<file path="src/rtl/pipe_stage_chain.sv">
// -----------------------------------------------------------------------------
// pipe_stage_chain
//
// Elastic register chain of DEPTH valid-tagged stages that sits between two
// datapath stages. Each stage accepts a beat whenever it is empty or its
// successor is accepting, so bubbles collapse while the output is stalled and
// a full chain streams at one beat per cycle. Beats leave in strict FIFO order.
// A registered occupancy count tracks the number of beats held.
//
// Optional feature (compile-time macro PIPE_SKID_EN):
//   defined   : a one-entry skid buffer sits in front of stage 0, in_ready is
//               a registered output (!skid_valid), and capacity is DEPTH+1.
//   undefined : no skid, in_ready is combinational through the ready chain,
//               and capacity is DEPTH.
//
// Parameters:
//   WORD_LENGTH  payload width per beat
//   DEPTH        number of register stages (1..16)
//   CNT_LENGTH   width of count, derived from DEPTH
//
// Ports:
//   clk        rising-edge clock
//   rst        synchronous active-low reset
//   flush      synchronous flush; drops held beats and the incoming beat
//   in_valid   upstream offers in_data
//   in_ready   chain accepts a beat this cycle
//   in_data    upstream payload
//   out_valid  last stage holds a valid beat (registered)
//   out_ready  downstream consumes the beat this cycle
//   out_data   payload of the last stage (registered)
//   count      registered number of valid beats held (skid included)
// -----------------------------------------------------------------------------
module pipe_stage_chain #(
  parameter  int WORD_LENGTH = 32,
  parameter  int DEPTH       = 4,
  localparam int CNT_LENGTH  = $clog2(DEPTH + 2)
) (
  input  logic                   clk,
  input  logic                   rst,
  input  logic                   flush,
  input  logic                   in_valid,
  output logic                   in_ready,
  input  logic [WORD_LENGTH-1:0] in_data,
  output logic                   out_valid,
  input  logic                   out_ready,
  output logic [WORD_LENGTH-1:0] out_data,
  output logic [CNT_LENGTH-1:0]  count
);

  logic [DEPTH-1:0]       r_v;
  logic [WORD_LENGTH-1:0] r_d [DEPTH];
  logic [CNT_LENGTH-1:0]  r_count;

  logic [DEPTH-1:0]       w_rdy;
  logic                   w_src_v;
  logic [WORD_LENGTH-1:0] w_src_d;
  logic                   w_in_xfer;
  logic                   w_out_xfer;

  // Stage i is ready when any stage from i to the end is empty, or the
  // downstream consumer is ready. Written in closed form so the ready bits do
  // not feed back into each other.
  // NOTE: every output of an always_comb gets a default before any condition,
  // so no path leaves it unassigned and no latch is inferred.
  always_comb begin
    for (int i = 0; i < DEPTH; i++) begin
      w_rdy[i] = out_ready;
      for (int j = i; j < DEPTH; j++) begin
        if (!r_v[j]) w_rdy[i] = 1'b1;
      end
    end
  end

`ifdef PIPE_SKID_EN
  logic                   r_skid_v;
  logic [WORD_LENGTH-1:0] r_skid_d;

  // A held skid beat always has priority into stage 0; while it is held the
  // input is closed, so there is never a competing input beat.
  assign in_ready  = !r_skid_v;
  assign w_src_v   = r_skid_v ? 1'b1     : in_valid;
  assign w_src_d   = r_skid_v ? r_skid_d : in_data;
  assign w_in_xfer = in_valid && in_ready;

  always_ff @(posedge clk) begin
    if (!rst) begin
      r_skid_v <= 1'b0;
      r_skid_d <= '0;
    end else if (flush) begin
      r_skid_v <= 1'b0;
    end else if (r_skid_v) begin
      // Skid drains into stage 0 as soon as stage 0 accepts.
      r_skid_v <= !w_rdy[0];
    end else if (w_in_xfer && !w_rdy[0]) begin
      // Stage 0 is blocked: park the accepted beat.
      r_skid_v <= 1'b1;
      r_skid_d <= in_data;
    end
  end
`else
  assign in_ready  = w_rdy[0];
  assign w_src_v   = in_valid;
  assign w_src_d   = in_data;
  assign w_in_xfer = in_valid && in_ready;
`endif

  assign w_out_xfer = r_v[DEPTH-1] && out_ready;

  // NOTE: sequential state uses non-blocking assignments so every stage
  // samples its predecessor's pre-edge value; blocking here would let a beat
  // ripple through several stages in one cycle.
  always_ff @(posedge clk) begin
    if (!rst) begin
      r_v     <= '0;
      r_count <= '0;
      // NOTE: payload registers are cleared on reset so out_data reads 0 after
      // reset; this is a small register chain, not a RAM, so the reset is cheap.
      for (int i = 0; i < DEPTH; i++) r_d[i] <= '0;
    end else if (flush) begin
      // Valid tags and count clear; payload is left as don't-care.
      r_v     <= '0;
      r_count <= '0;
    end else begin
      if (w_rdy[0]) begin
        r_v[0] <= w_src_v;
        r_d[0] <= w_src_d;
      end
      for (int i = 1; i < DEPTH; i++) begin
        if (w_rdy[i]) begin
          r_v[i] <= r_v[i-1];
          r_d[i] <= r_d[i-1];
        end
      end
      r_count <= r_count + CNT_LENGTH'(w_in_xfer) - CNT_LENGTH'(w_out_xfer);
    end
  end

  assign out_valid = r_v[DEPTH-1];
  assign out_data  = r_d[DEPTH-1];
  assign count     = r_count;

endmodule
</file>
<file path="config.mk">
export PLATFORM = sky130hd
export DESIGN_NAME = pipe_stage_chain
export DESIGN_NICKNAME = d
export VERILOG_FILES = /design/src/rtl/pipe_stage_chain.sv
export SDC_FILE = /design/constraint.sdc
export NUM_CORES = 1
export LEC_CHECK = 0
export BUFFER_PORTS_ARGS = -buffer_cell sky130_fd_sc_hd__buf_4
export CORE_UTILIZATION = 60
export CTS_BUF_LIST = sky130_fd_sc_hd__clkbuf_4 sky130_fd_sc_hd__clkbuf_8
export CTS_CLUSTER_DIAMETER = 80
export DETAILED_ROUTE_END_ITERATION = 10
export GPL_TIMING_DRIVEN = 0
export HOLD_SLACK_MARGIN = 0.08
export PLACE_DENSITY = 0.8
export REMOVE_ABC_BUFFERS = 1
export SLEW_MARGIN = 10
export SYNTH_ARGS = -nofsm -noshare
export SYNTH_HDL_FRONTEND = slang
export SYNTH_SLANG_ARGS = --single-unit
</file>
<file path="constraint.sdc">
create_clock -name clk -period 4.1 [get_ports clk]
set_input_delay 0.205 -clock clk [delete_from_list [all_inputs] [get_ports clk]]
set_output_delay 0.205 -clock clk [all_outputs]
set_load 0.01 [all_outputs]
</file>
# --- Word-level counts from Yosys, hierarchy flattened ---
# Memories as Yosys holds them, arrays and structs flattened.
# Index checks and enable logic that the tools add are counted.
totals:
  register_bits: 7
  latch_bits: 0
  ram_bits: 128
  rom_bits: 0
  in_bits: 37
  output_inout_bits: 37
  elab_cells: 47
  mem_count: 1
mem_list:
  columns: ["name", "depth", "word_bits", "rd", "rd_ports_with_merged_regs", "wr", "line_no", "rtl"]
  rows:
  - ["r_d", 4, 32, 4, 0, 4, "51", "logic [WORD_LENGTH-1:0] r_d [DEPTH];"]
classes:
  add_sub_neg: 2
  mul: 0
  div_mod_pow: 0
  n_lt_le_gt_ge: 0
  eq_ne: 0
  n_shift: 0
  mux: 31
  bitwise: 5
  n_reduce_logical: 3
ops:
  columns: ["cell", "count"]
  rows:
  - ["two-way mux 32 bit", 4]
  - ["two-way mux 1 bit", 27]
  - ["OR 1 bit", 4]
  - ["adder 3 x 1 -> 3 bit", 1]
  - ["subtractor 3 x 1 -> 3 bit", 1]
  - ["logical AND 1 bit", 2]
  - ["OR reduction 2 bit", 1]
  - ["NOT 1 bit", 1]

# --- Logic depth before layout (Yosys ltp) ---
logic_depth:
  ltp_word: 9
  ltp_mapped: 10

# --- Least setup slack after synthesis ---
# No wires, ideal clock.
synth_path:
  kind: "flip-flop to flip-flop"
  start: "register r_v[3]"
  end: "memory r_d[1][0], enable pin"
  setup_time_ps: 466
  arrival_time_ps: 3219
  setup_slack_ps: 415
  stages_incl_launch_ff: 6
  path_buffers: 3
  period_less_slack_ps: 3685
  cell_sequence: "dfxtp_1 -> and4b_1 -> clkbuf_2 -> buf_6 -> buf_6 -> o21ai_0"
synth_rtl:
  columns: ["item", "line_no", "rtl"]
  rows:
  - ["start, declared", "50", "logic [DEPTH-1:0] r_v;"]
  - ["start signal, assigned by index", "130", "r_v[i] <= r_v[i-1];"]
  - ["end, declared", "51", null]

# --- Final worst setup path ---
layout_path:
  start: "register r_v[0]"
  end: "register r_count[2], in the netlist count[2]"
layout_between:
  elab_chain_cells: 7
layout_lines:
  columns: ["item", "line_no", "rtl"]
  rows:
  - ["start signal, assigned", "125", "r_v[0] <= w_src_v;"]
  - ["start signal, assigned by index", "130", null]
  - ["two-way mux 1 bit (4 in series)", "69", "if (!r_v[j]) w_rdy[i] = 1'b1;"]
  - ["logical AND 1 bit", "104", "assign w_in_xfer = in_valid && in_ready;"]
  - ["adder 3 x 1 -> 3 bit", "134", "r_count <= r_count + CNT_LENGTH'(w_in_xfer) - CNT_LENGTH'(w_out_xfer);"]
  - ["subtractor 3 x 1 -> 3 bit", "134", null]
  - ["end signal, assigned", "134", null]
  - ["end, declared", "52", "logic [CNT_LENGTH-1:0] r_count;"]
# No other way between the ends.
# A chain may end at the register's enable or synchronous reset.

==> run metrics <==
outcome complete, no violations; clk_lat worst skew slightly above 400 ps; required time worst endpoint roughly 4400 ps; Synth async-reset ratio 0; H-tree depth 4; slew margin rel. 0.159; Yosys cell types 29; Power Total ~2.8 mW; sequential area share after synthesis 0.707; Initial Util 0.634; Worst-Margin Slew between 1000 and 1500 ps; Yosys reg bits between 100 and 150; P_leak 2.54 nW; vias in the first global route ~2,800; # DRC 0; Yosys top cell by area edfxtp_1; Worst Hold Path Cells 3; CP Capture Type flop; synth warn 0; DIE AREA about 9800 sq um; Synth Area in Compound Gates 0.0531; chip height a little under 100 um; Crit Path Class reg -> reg; top-area cell type share of the netlist area 0.682; largest family of logic cells by synthesized area simple AND/OR/NAND/NOR gates; Crit Path Max Fanout 35; critical path arrival between 2000 and 3000 ps; final-report max-slew violation count 0; post-DP HPWL ~5.3 mm; vias 2,947; Finish-stage setup viols 0; RSZ-0062 raised after global routing false; via density per instance roughly 5.4; Core Area approximately 8900 sq um; post-synthesis adder-cell area fraction 0.00799; setup_tns 0 ps; GRT Overall Usage 0.190; Synth top cells by count 128 x edfxtp_1, 69 x nor3b_1, 36 x inv_1; max-cap check violation count 0; R2R cell count 9; Critical R2R Capture count[2]; Final nets around 460; Critical Path Source Type flop; largest net degree at the start of global routing 65; Die Span X just under 100 um; Final period util 0.630; number of diodes 0; total gr overflow 0; antenna viol nets, final 0; min-delay src in_data[29]; IO Port Bufs 73; Multi-input gate area approximately 1400 sq um; Top FF cell, synth edfxtp_1; Reg2Reg Setup Slack about 1500 ps; Max Freq a little under 400 MHz; Hold WC Path Type in -> reg; Num Clock Sinks roughly 140; RR Startpoint r_v[0]; antenna violations before repair 0; post-synthesis simple-gate area fraction 0.165; Post-Synth XOR/XNOR Area 0.00400; Final GP Congestion roughly 0.77; Top-Level Pins 74; final worst path period need ~2600 ps; Reg clk slew, reported paths ~80 ps; most frequent cell after synthesis edfxtp_1; first-pass GRT wire length around 14 mm; FF+latch area about 4000 sq um; worst-case clock buffer depth 2; Mapped Cells ~360; final WL about 8.7 mm; Hold Path End r_d[0][29]; share of cells above drive strength 1 0.336; mux cell area share after synthesis 0; WL/cell approximately 16 um; clock skew approximately 9.9 ps; Cell Area, Synth 5630 sq um; dominant cells by area after synthesis edfxtp_1 68%, nor3b_1 9.2%, nor3b_2 6.0%; initial drt markers about 170; drt pass-1 iters 4; syn_area_per_cell between 15 and 20 sq um; layout filler cell count 520; CTS root buffer clkbuf_8; site row count 34; synth-to-layout area growth 19.1%; Final Hold Viols 0; TritonCTS buffer count 17; CTS tree done; Post-synth EDFFs ~130; PD cells ~420 nW/um^2; VDD IR-drop max 219 uV
## through the flow
stage / cells / util / setup WS [ps] / hold WS (ps) / area [sq um]
floorplan: 324 / - / -392 / 346 / 5420
global placement: 505 / 0.686 / -2130 / 453 / 6100
detailed placement: 512 / 0.713 / 1050 / 486 / 6340
CTS: 545 / 0.754 / 1040 / 107 / 6710
global route: 545 / 0.754 / 1390 / 114 / 6710
finish: 545 / 0.754 / 1520 / 131 / 6710
## layout by cell type, fill, tap and decap left out
cell type | synthesis | final
edfxtp_1 | 128 | 128
buf_4 | 2 | 73
nor3b_1 | 69 | 69
inv_1 | 36 | 36
a211oi_1 | 32 | 32
nor3b_2 | 27 | 27
clkbuf_8 | 0 | 17
dfxtp_1 | 7 | 6
clkinvlp_4 | 0 | 5
buf_16 | 0 | 5
o21ai_4 | 0 | 3
nor2_1 | 3 | 3
clkinv_2 | 0 | 3
and2_1 | 2 | 2
o21ba_2 | 2 | 2
ha_1 | 2 | 2
clkinv_1 | 0 | 2
clkbuf_4 | 0 | 2
buf_12 | 0 | 2
nand4b_1 | 1 | 1
o21ai_0 | 4 | 1
and4b_4 | 0 | 1
a31oi_4 | 0 | 1
and3b_2 | 0 | 1
and2b_1 | 1 | 1
nand2_1 | 1 | 1
nand2b_4 | 0 | 1
a21oi_1 | 1 | 1
xnor3_1 | 1 | 1
nand3b_1 | 1 | 1
o31ai_1 | 1 | 1
fa_1 | 1 | 1
inv_6 | 0 | 1
bufinv_16 | 0 | 1
clkinv_4 | 0 | 1
dlygate4sd3_1 | 0 | 1
dfxtp_2 | 0 | 1
## power breakdown
group	switching, mW	internal [mW]	leakage [nW]
clock network	0.485	0.487	0.170
logic	0.0941	0.104	0.910
registers	0.0255	1.60	1.47
total	0.605	2.19	2.54
## area by class of cell
type                    count  area share
inverters                  36      0.0201
flip-flops and latches    135       0.594
well taps                 108      0.0201
clock inverters            13      0.0160
multi-input cells         153       0.203
clock buffers              19      0.0371
repair buffers             81       0.110
## worst max-delay path, cell delays in order (launching register included)
cell     delay, ps
dfxtp_2        800
inv_1          180
o21ai_0        240
ha_1           260
inv_1           50
ha_1           130
inv_1           40
fa_1           350
xnor3_1        370
nor2_1          40
## timing repair
action / CTS / global route
hold buffers: 1 / 0
endpoints found under the hold margin: 1 / 0
resized for setup: 0 / 0
setup buffers: 0 / 0
## sequential cells by signal, summed over array words and instances (netlist names)
register	count
count	3
r_d	128
r_v	4
## layer usage
metal | vias to the layer above | part of all wire | global-route usage | routed length (um)
li1 | 1466 | - | - | -
met1 | 1397 | 0.45 | 0.246 | 3880
met2 | 76 | 0.50 | 0.310 | 4380
met3 | 8 | 0.038 | 0.0518 | 333
met4 | 0 | 0.014 | 0.0700 | 119
met5 | - | 0 | 0 | 0
## cells by family after synthesis
| logic type | count (synthesis) |
|---|---|
| AO/OA/AOI/OAI | 41 |
| XOR/XNOR | 1 |
| adder cells (fa/ha/maj) | 3 |
| buffers and inverters | 71 |
| flip-flops | 135 |
| AND/OR/NAND/NOR | 108 |
## how the worst max path moves through the flow
stage / from / to / slack [ps]
floorplan: r_v[3] / r_d[1][0] / -390
global placement: r_v[3] / r_d[1][13] / -2130
detailed placement: r_v[0] / count[2] / 1050
CTS: r_v[0] / count[2] / 1040
global route: r_v[0] / count[2] / 1390
finish: r_v[0] / count[2] / 1520
Power figures use the tool's default switching activity.
